<file path="src/rtl/mem_pkg.sv">
// Shared definitions for the MEM stage: command field positions, length codes and LSU states.
package mem_pkg;

  localparam int unsigned E_EN     = 4;
  localparam int unsigned E_LEN_HI = 3;
  localparam int unsigned E_LEN_LO = 2;
  localparam int unsigned E_WR     = 1;
  localparam int unsigned E_UNS    = 0;

  localparam logic [1:0] LEN_B = 2'd0;
  localparam logic [1:0] LEN_H = 2'd1;
  localparam logic [1:0] LEN_W = 2'd3;

  typedef enum logic [1:0] {
    StIdle,
    StIssue,
    StWait,
    StDone
  } mem_state_e;

endpackage

</file>
<file path="src/rtl/mem_byte_ext.sv">
// Extends an assembled little-endian load of 1-4 bytes to 32 bits (zero or sign).
module mem_byte_ext
  import mem_pkg::*;
(
  input  logic [31:0] bytes_i,
  input  logic [1:0]  len_i,
  input  logic        uns_i,
  output logic [31:0] val_o
);

  always_comb begin
    val_o = bytes_i;
    case (len_i)
      LEN_B:   val_o = {{24{~uns_i & bytes_i[7]}},  bytes_i[7:0]};
      LEN_H:   val_o = {{16{~uns_i & bytes_i[15]}}, bytes_i[15:0]};
      LEN_W:   val_o = bytes_i;
      default: val_o = {{8{~uns_i & bytes_i[23]}},  bytes_i[23:0]};
    endcase
  end

endmodule

</file>
<file path="src/rtl/mem_lsu.sv">
// MEM pipeline stage with a byte-serial load/store unit on an 8-bit req/ack port.
// Optional macro MEM_FWD_EN adds fwd_we/fwd_wa/fwd_res next-value forwarding outputs.
module mem_lsu
  import mem_pkg::*;
#(
  parameter int unsigned RD_LAT = 1,
  parameter int unsigned XLEN   = 32
) (
  input  logic            clk,
  input  logic            rst,
  input  logic [4:0]      ex_mem_e,
  input  logic [XLEN-1:0] ex_mem_n,
  input  logic [XLEN-1:0] res,
  input  logic [4:0]      wa,
  input  logic            we,
  output logic            stall_o,
  output logic [4:0]      wa_o,
  output logic            we_o,
  output logic [XLEN-1:0] res_o,
  output logic            mem_req,
  input  logic            mem_ack,
  output logic            mem_wr,
  output logic [XLEN-1:0] mem_a,
  output logic [7:0]      mem_dout,
  input  logic [7:0]      mem_din
`ifdef MEM_FWD_EN
  ,
  output logic            fwd_we,
  output logic [4:0]      fwd_wa,
  output logic [XLEN-1:0] fwd_res
`endif
);

  localparam int unsigned CntW = (RD_LAT < 2) ? 1 : $clog2(RD_LAT + 1);

  mem_state_e      state_q, state_d;
  logic [XLEN-1:0] addr_q, addr_d;
  logic [XLEN-1:0] data_q, data_d;
  logic [1:0]      len_q, len_d;
  logic            wr_q, wr_d;
  logic            uns_q, uns_d;
  logic [4:0]      wa_q, wa_d;
  logic            we_q, we_d;
  logic [1:0]      k_q, k_d;
  logic [CntW-1:0] cnt_q, cnt_d;
  logic [31:0]     ld_buf_q, ld_buf_d;
  logic [4:0]      wb_wa_q, wb_wa_d;
  logic            wb_we_q, wb_we_d;
  logic [XLEN-1:0] wb_res_q, wb_res_d;
  logic [31:0]     ext_val;

  mem_byte_ext u_ext (
    .bytes_i (ld_buf_q),
    .len_i   (len_q),
    .uns_i   (uns_q),
    .val_o   (ext_val)
  );

  always_ff @(posedge clk or posedge rst) begin
    if (rst) begin
      state_q  <= StIdle;
      addr_q   <= '0;
      data_q   <= '0;
      len_q    <= '0;
      wr_q     <= 1'b0;
      uns_q    <= 1'b0;
      wa_q     <= '0;
      we_q     <= 1'b0;
      k_q      <= '0;
      cnt_q    <= '0;
      ld_buf_q <= '0;
      wb_wa_q  <= '0;
      wb_we_q  <= 1'b0;
      wb_res_q <= '0;
    end else begin
      state_q  <= state_d;
      addr_q   <= addr_d;
      data_q   <= data_d;
      len_q    <= len_d;
      wr_q     <= wr_d;
      uns_q    <= uns_d;
      wa_q     <= wa_d;
      we_q     <= we_d;
      k_q      <= k_d;
      cnt_q    <= cnt_d;
      ld_buf_q <= ld_buf_d;
      wb_wa_q  <= wb_wa_d;
      wb_we_q  <= wb_we_d;
      wb_res_q <= wb_res_d;
    end
  end

  always_comb begin
    state_d  = state_q;
    addr_d   = addr_q;
    data_d   = data_q;
    len_d    = len_q;
    wr_d     = wr_q;
    uns_d    = uns_q;
    wa_d     = wa_q;
    we_d     = we_q;
    k_d      = k_q;
    cnt_d    = cnt_q;
    ld_buf_d = ld_buf_q;
    wb_wa_d  = wb_wa_q;
    wb_we_d  = wb_we_q;
    wb_res_d = wb_res_q;
    stall_o  = 1'b0;

    unique case (state_q)
      StIdle: begin
        if (ex_mem_e[E_EN]) begin
          stall_o  = 1'b1;
          addr_d   = res;
          data_d   = ex_mem_n;
          len_d    = ex_mem_e[E_LEN_HI:E_LEN_LO];
          wr_d     = ex_mem_e[E_WR];
          uns_d    = ex_mem_e[E_UNS];
          wa_d     = wa;
          we_d     = we;
          k_d      = '0;
          state_d  = StIssue;
          wb_wa_d  = '0;
          wb_we_d  = 1'b0;
          wb_res_d = '0;
        end else begin
          wb_wa_d  = wa;
          wb_we_d  = we;
          wb_res_d = res;
        end
      end
      StIssue: begin
        stall_o = 1'b1;
        if (mem_ack) begin
          if (wr_q) begin
            k_d = k_q + 2'd1;
            if (k_q == len_q) state_d = StDone;
          end else begin
            cnt_d   = CntW'(RD_LAT);
            state_d = StWait;
          end
        end
      end
      StWait: begin
        stall_o = 1'b1;
        if (cnt_q == CntW'(1)) begin
          ld_buf_d[{k_q, 3'b000} +: 8] = mem_din;
          k_d     = k_q + 2'd1;
          state_d = (k_q == len_q) ? StDone : StIssue;
        end else begin
          cnt_d = cnt_q - CntW'(1);
        end
      end
      StDone: begin
        wb_wa_d = wa_q;
        if (wr_q) begin
          wb_we_d  = 1'b0;
          wb_res_d = addr_q;
        end else begin
          wb_we_d  = we_q;
          wb_res_d = XLEN'(ext_val);
        end
        state_d = StIdle;
      end
      default: state_d = StIdle;
    endcase
  end

  // Port outputs are gated by state so they read zero outside an issuing beat.
  always_comb begin
    mem_req  = (state_q == StIssue);
    mem_wr   = mem_req & wr_q;
    mem_a    = mem_req ? addr_q + XLEN'(k_q) : '0;
    mem_dout = mem_req ? data_q[{k_q, 3'b000} +: 8] : 8'h00;
  end

  assign wa_o  = wb_wa_q;
  assign we_o  = wb_we_q;
  assign res_o = wb_res_q;

`ifdef MEM_FWD_EN
  assign fwd_we  = (state_q == StIssue || state_q == StWait) ? 1'b0 : wb_we_d;
  assign fwd_wa  = wb_wa_d;
  assign fwd_res = wb_res_d;
`endif

endmodule

</file>
<file path="config.mk">
export PLATFORM = sky130hd
export DESIGN_NAME = mem_lsu
export DESIGN_NICKNAME = d
export VERILOG_FILES = /design/src/rtl/mem_pkg.sv /design/src/rtl/mem_byte_ext.sv /design/src/rtl/mem_lsu.sv
export SDC_FILE = /design/constraint.sdc
export NUM_CORES = 1
export LEC_CHECK = 0
export CAP_MARGIN = 10
export CORE_MARGIN = 1.5
export CORE_UTILIZATION = 35
export CTS_CLUSTER_SIZE = 28
export DETAILED_ROUTE_END_ITERATION = 10
export PLACE_DENSITY = 0.58
export SETUP_SLACK_MARGIN = 0.02
export SLEW_MARGIN = 25
export SYNTH_ARGS = -nofsm -noshare
export SYNTH_HDL_FRONTEND = slang
export SYNTH_SLANG_ARGS = --single-unit
</file>
<file path="constraint.sdc">
create_clock -name clk -period 6.2 [get_ports clk]
set_input_delay 0.93 -clock clk [delete_from_list [all_inputs] [get_ports clk]]
set_output_delay 0.93 -clock clk [all_outputs]
set_load 0.005 [all_outputs]
</file>
Word-level counts from Yosys, hierarchy flattened:

Index checks and enable logic that the tools add are counted.

* register bits: 149
* logic and storage cells: 79
* bits of input ports: 86

* reductions and logical operators: 11
* bitwise operators: 5
* add/sub/neg operators: 4
* equality and inequality tests: 12
* mux-type cells: 30
* shifts and indexed selects: 3

Operator list (count)
* $mux W32: 3
* $pmux W32 S3: 1
* $pmux W32 S2: 1
* $add A32 B2 Y32: 1
* $bwmux W32: 1
* $shift A8 B7 Y32 const A: 1
* $shiftx A32 B6 Y8: 1
* $shiftx A8 B7 Y32: 1
* $mux W2: 10
* $pmux W5 S2: 1
* $mux W8: 1
* $pmux W2 S4: 1
* $neg A5 Y7: 1
* $eq A2 B2 Y1 const B: 3
* $mux W1: 6
* $ne A2 B2 Y1 const B: 3
* $pmux W1 S2: 3
* $pmux W2 S3: 1
* $mux W5: 1
* $reduce_and A5 Y1: 1
* $and A1 B1 Y1: 4
* $eq A2 B1 Y1 const B: 2
* $logic_not A2 Y1: 2
* $ne A2 B1 Y1 const B: 2
* 11 further kinds: 13

Logic depth before layout (Yosys ltp):

Gate-level depths: netlist (run 1).

* word-level depth: 5
* mapped depth: 7
* gate-level depth less buffers: 6

Cells and area by module:

From an unflattened synthesis (run 1), not the netlist that was laid out.

* cell total of the unflattened synthesis: 720
* area total of the unflattened synthesis: 8021.4 um2

Modules (own cells, without submodules)
* mem_lsu: area each 7608.5 um2, cells an instance 650, times used 1, sequential area each 3728.6 um2
* mem_byte_ext: area each 412.9 um2, cells an instance 70, times used 1, sequential area each 0.0 um2

Worst setup path before layout (run 1):

No wires, ideal clock.

* path kind: reg2out
* start point: register k_q[0]
* end point: output mem_a[28]
* stages on the path, launching flop included: 8
* arrival: 1987 ps
* path slack: 3283 ps
* buffers on the path: 1
* path through: dfrtp_1 -> ha_1 -> fa_1 -> and3_1 -> buf_1 -> nand2_1 -> or4_1 -> a21oi_1

* cells in the longest elaborated chain, start to end: 2

Ends and longest elaborated chain
* start, declared: line mem_lsu.sv:44 `logic [1:0] k_q, k_d;`
* start signal, assigned: line mem_lsu.sv:84 `k_q <= k_d;`
* $add A32 B2 Y32: line mem_lsu.sv:173 `mem_a = mem_req ? addr_q + XLEN'(k_q) : '0;`
* $mux W32: line mem_lsu.sv:173
* end, declared: line mem_lsu.sv:23 `output logic [XLEN-1:0] mem_a,`

No other way between the ends.

Final worst setup path (run 1):

Ends and elaborated chain as after synthesis.

==> run summary, run 1 <==
Outcome: finished clean
Io pins: 167
First-pass GRT wire length: 33.4 mm
Layout cells sized above 1: 16.4%
Vias in the first global route: 5916
Total inserted antenna cells: 0
Starting Density: 35.9%
Avg Cell Area, Syn: 11.1 µm²
Slowest CP cell: dfrtp_1
Final hold vios: 0
Synth Flop Type: dfrtp_1
Synth Cell Area: 7600 µm²
Drt wl/cell: 19.1 µm
Capturing point of the worst reg2reg path: k_q[0]
Main combinational cell family by area after synthesis: compound AO/OA/AOI/OAI gates
Multiplexer share of the synthesized area: 15.4%
Post-route cell area: 10000 µm²
Rel. slew slack: 35.8%
Synthesis-to-finish area growth: 32.1%
Nets: 927
Via count: 6050
DRC Markers: 0
FF-to-FF setup slack: 2.94 ns
Slew Limit Fails: 0
Clock-pin slew on the worst setup and hold paths: 0.06 ns
Post-synthesis xor/xnor area fraction: 1.38%
I/O Buffers: 166
Clock latency on the worst-skew pair: 0.42 ns
Utilization after layout: 47.4%
Global-route usage over all layers: 19.3%
Max cap viols: 0
Die Span X: 150 µm
Crit path time final: 4.64 ns
Static leakage: 4.02 nW
CTS tree: done
Post-cts resize count: 0
Syn_nets: 786
Cell variety after synth: 50
Crit path to: mem_a[28]
Post-DP HPWL: 15.2 mm
Compound-Gate Fraction of Synth Area: 17.2%
Largest net degree at the start of global routing: 97
Worst-path fanout max: 15
Row cnt: 53
Crit path max-delay family: simple AND/OR/NAND/NOR gates
Reg area: 3730 µm²
F_max: 0.216 GHz
# fillers: 1920
Post-synthesis adder-cell area fraction: 2.24%
Worst Setup SP: k_q[0]
Buf/Inv on CP: 1
Most common cell after layout, fill and taps aside: clkdlybuf4s50_1
Mapped Cells: 687
GPL Wtd Cong: 0.853
Power Dens Cells: 532 nW/µm²
Hold_buf cts: 0
Htree depth: 4
Min-Delay Path Depth: 2
Crit path launch type: register
Simple-Gate Fraction of Synth Area: 11.2%
CTS sink count: 149
Setup violations, final: 0
Arrival @ worst endpoint: 3.71 ns
Final Cycle Share: 74.8%
Clk buf depth: 2
Grt total ovfl: 0
Async set or reset register ratio after synthesis: 100%
Post-synthesis sequential area ratio: 49.1%
Inserted Clock Buffers: 17
Setup Fix Bufs, Post-CTS: 0
Initial antenna violation count: 0
Initial DRC count: 253
Hold WC Path Type: reg2reg
Total wire length: 21.3 mm
Number of synthesized register bits: 149
EDFF count, synth: 0
Worst vdd ir: 0.000308 V
RSZ-0062 raised after global routing: no
Root Buffer: clkbuf_16
Die Height: 150 µm
Slew @ Worst Pin: 0.958 ns
Area of the die: 22600 µm²
Largest stage delay, worst path: 0.87 ns
Crit end category: primary output
Critical path class: reg2out
Placed Instance Area: 9470 µm²
Ys Warns: 0
PnR Total Power: 0.00534 W
Setup TNS: 0 ns
Core area: 21200 µm²
Most frequent cells in the layout: 166 x clkdlybuf4s50_1, 149 x dfrtp_1, 85 x mux2_2
Crit-path cells: ha_1 > fa_1 > and3_1 > nand2_1 > or4_1 > a21oi_1 > clkdlybuf4s50_1
Req. time, crit path: 5.27 ns
DR pass1 iterations: 4
Setup Skew: 0.00712 ns
R2R depth: 6
Cell count along the critical path: 7
Drt via density: 5.43
Post-DRT Antenna Nets: 0
Footprint of the multi-input gates: 3620 µm²
RR Startpoint: state_q[1]
-- worst min path at each step --
stage,startpoint,end,slack [ns]
CTS,res_o[11],res_o[11],0.49
floorplan,ld_buf_q[0],ld_buf_q[0],0.47
detailed placement,res_o[11],res_o[11],0.47
finish,res_o[11],res_o[11],0.49
global placement,wa_o[1],wa_o[1],0.47
global route,ld_buf_q[17],ld_buf_q[17],0.51
-- sequential cells by signal, indices dropped and copies added (netlist names) --
name	cells
addr_q	32
data_q	32
ld_buf_q	32
res_o	32
wa_o	5
wa_q	5
k_q	2
len_q	2
state_q	2
cnt_q	1
uns_q	1
we_o	1
we_q	1
wr_q	1
-- worst reg2reg max path, cell delays in order (launching register included) --
cell and delay, ns:
dfrtp_1 0.42, inv_1 0.17, ha_1 0.57, clkinv_1 0.93, o221ai_1 0.66, or3_1 0.24, mux2i_1 0.20
-- power breakdown --
group | leakage, nW | internal, W | switching (W) | total (W)
clock | 0.264 | 0.000601 | 0.000394 | 0.000995
combinational | 1.93 | 0.00134 | 0.00110 | 0.00244
sequential | 1.83 | 0.00144 | 0.000465 | 0.00190
-- routing by layer --
layer / global-route usage [%] / share of wire [%] / up-vias
met2: 29.5 / 45 / 196
met4: 4.95 / 1.0 / 0
met1: 26.8 / 46 / 3017
met3: 5.58 / 7.4 / 16
li1: - / - / 2821
met5: 0 / 0 / -
-- Yosys cell counts (all sizes together), types with 9 or more instances --
cell | n | area [µm²]
o31ai | 10 | 75.1
o21ai | 46 | 230
nor2 | 15 | 56.3
nand4 | 9 | 62.6
a2bb2oi | 9 | 78.8
a211oi | 9 | 67.6
a22o | 32 | 280
ha | 12 | 150
nor2b | 16 | 100
and2 | 12 | 75.1
clkbuf | 42 | 158
or4 | 11 | 82.6
inv | 22 | 82.6
mux2 | 85 | 957
nand2 | 36 | 135
or3 | 11 | 70.1
dfrtp | 149 | 3730
a21oi | 62 | 310
nand3 | 12 | 60.1
-- stage by stage --
step,hold slack [ns],instances,setup slack (ns)
2_1_floorplan,0.469,687,1.26
3_3_place_gp,0.470,1084,2.01
3_5_place_dp,0.475,1084,1.97
4_1_cts,0.490,1115,1.51
5_1_grt,0.515,1115,1.24
6_report,0.485,1115,1.56
-- cell type report --
type,instances,area share (%)
clock buffer,23,4.56
clock inverter,8,1.01
inverter,22,0.873
multi-input combinational,468,36.1
sequential,149,37.2
tap,275,3.43
timing repair buffer,170,16.9
-- cell families after synthesis --
group,count (synthesis)
multiplexers,96
AO/OA/AOI/OAI,202
buffers and inverters,70
flip-flops,149
AND/OR/NAND/NOR,145
XOR/XNOR,12
adder cells (fa/ha/maj),13
Power figures use the tool's default switching activity.
==> run 2, diff against run 1 <==
--- a/config.mk
+++ b/config.mk
@@ -10,7 +10,7 @@
 export CORE_UTILIZATION = 35
 export CTS_CLUSTER_SIZE = 28
 export DETAILED_ROUTE_END_ITERATION = 10
-export PLACE_DENSITY = 0.58
+export PLACE_DENSITY = 0.6
 export SETUP_SLACK_MARGIN = 0.02
 export SLEW_MARGIN = 25
 export SYNTH_ARGS = -nofsm -noshare
==> constraint.sdc (replaced) <==
create_clock -name clk -period 3.9 [get_ports clk]
set_input_delay 0.585 -clock clk [delete_from_list [all_inputs] [get_ports clk]]
set_output_delay 0.585 -clock clk [all_outputs]
set_load 0.005 [all_outputs]
==> run summary, run 2 (synthesized netlist as in run 1, its figures left out) <==
Outcome: finished clean
Via count: 6030
Arrival @ worst endpoint: 3.07 ns
# fillers: 1930
Crit path launch type: register
Htree depth: 4
Slew @ Worst Pin: 0.836 ns
Most common cell after layout, fill and taps aside: clkdlybuf4s50_1
Critical path class: reg2out
Crit end category: primary output
Post-DRT Antenna Nets: 0
Static leakage: 4.10 nW
Hold WC Path Type: reg2reg
Final hold vios: 0
Worst vdd ir: 0.000404 V
Clock-pin slew on the worst setup and hold paths: 0.07 ns
Crit-path cells: and4_1 > nand4_1 > or4_1 > a21oi_1 > clkdlybuf4s50_1
Slew Limit Fails: 0
Largest stage delay, worst path: 0.66 ns
Drt wl/cell: 18.9 µm
Hold EP: res_o[13]
F_max: 0.274 GHz
Post-DP HPWL: 15.2 mm
Vias in the first global route: 5951
Io pins: 167
Power Dens Cells: 840 nW/µm²
RSZ-0062 raised after global routing: no
Slowest CP cell: or4_1
Worst-path fanout max: 15
CTS sink count: 149
Rel. slew slack: 44.2%
Capturing point of the worst reg2reg path: res_o[25]
Die Span X: 150 µm
FF-to-FF setup slack: 1.44 ns
Total wire length: 21.3 mm
Layout cells sized above 1: 18.2%
Nets: 936
Synthesis-to-finish area growth: 33.5%
DR pass1 iterations: 5
Setup TNS: 0 ns
Drt via density: 5.36
Area of the die: 22600 µm²
Largest net degree at the start of global routing: 77
First-pass GRT wire length: 33.6 mm
GPL Wtd Cong: 0.824
Hold_buf cts: 0
Die Height: 150 µm
Final cell count without fillers: 1125
Req. time, crit path: 3.31 ns
Setup violations, final: 0
Crit path time final: 3.66 ns
RR Startpoint: state_q[0]
I/O Buffers: 166
Grt total ovfl: 0
Crit path max-delay family: simple AND/OR/NAND/NOR gates
R2R depth: 5
Global-route usage over all layers: 19.6%
CTS tree: done
Initial antenna violation count: 0
Setup Skew: 0.0114 ns
Most frequent cells in the layout: 166 x clkdlybuf4s50_1, 149 x dfrtp_1, 85 x mux2_2
Hold_sp: res_o[13]
Final Cycle Share: 93.7%
Root Buffer: clkbuf_16
Inserted Clock Buffers: 17
Initial DRC count: 308
Placed Cells: 1093
DRC Markers: 0
Core area: 21200 µm²
Row cnt: 53
Starting Density: 35.9%
Min-Delay Path Depth: 2
Buf/Inv on CP: 1
Max cap viols: 0
Clk buf depth: 2
Total inserted antenna cells: 0
Clock latency on the worst-skew pair: 0.42 ns
[run 2: cell count changes in the layout (fill, tap and decap cells not counted), moves of 2 or more]
cell and delta:
buf_4 +6, clkbuf_1 -5, inv_6 +5, buf_12 +3, clkinv_4 +2
[run 2: worst max path at each step]
stage / start / end / slack, ns / cells past startpoint
after CTS: addr_q[11] / mem_a[31] / 0.12 / 5
after global placement: k_q[1] / mem_a[28] / 0.63 / 7
after detailed placement: addr_q[11] / mem_a[31] / 0.60 / 5
after floorplan: k_q[0] / mem_a[28] / 1.33 / 7
after global routing: k_q[1] / mem_a[28] / 0.08 / 7
final: addr_q[11] / mem_a[27] / 0.24 / 5
[run 2: per-layer routing]
layer	track usage, %	part of all wire [%]	routed length [µm]
met5	0	0	0
met4	5.25	0.83	177
met3	6.67	9.7	2080
met2	28.8	43	9190
met1	27.5	46	9860
[run 2: worst min-delay path: cells and delay by family (launching register included)]
family          cells  cell delay, ns
flops               1            0.35
simple gates        1            0.05
compound gates      1            0.06
[run 2: metrics by stage]
| step | cell area (µm²) | setup slack [ns] | utilization [%] | power [W] | hold WS [ns] |
|---|---|---|---|---|---|
| after floorplan | 7600 | 1.33 | - | 0.00524 | 0.469 |
| after global placement | 9570 | 0.627 | 45.2 | 0.00692 | 0.470 |
| after detailed placement | 9570 | 0.595 | 45.2 | 0.00697 | 0.476 |
| after CTS | 10100 | 0.117 | 47.9 | 0.00860 | 0.492 |
| after global routing | 10100 | 0.0751 | 47.9 | 0.00918 | 0.510 |
| final | 10100 | 0.244 | 47.9 | 0.00852 | 0.486 |
[run 2: final cells by class]
class	count	area, µm²	share of cell area (%)
multi-input combinational	468	3620	35.7
tap	275	344	3.39
sequential	149	3730	36.8
clock inverter	15	143	1.41
timing repair buffer	179	1800	17.7
inverter	22	86.3	0.851
clock buffer	17	425	4.19
[run 2: repair_timing]
item / CTS / global route
setup endpoints to repair: 0 / 2
resized for setup: 0 / 2
buffers inserted: 0 / 0
[run 2: power by group]
part	total, W	leakage, nW	switching [W]	internal (W)
clock network	0.00160	0.282	0.000705	0.000895
registers	0.00294	1.83	0.000658	0.00229
logic	0.00397	1.99	0.00180	0.00217
total	0.00852	4.10	0.00317	0.00535
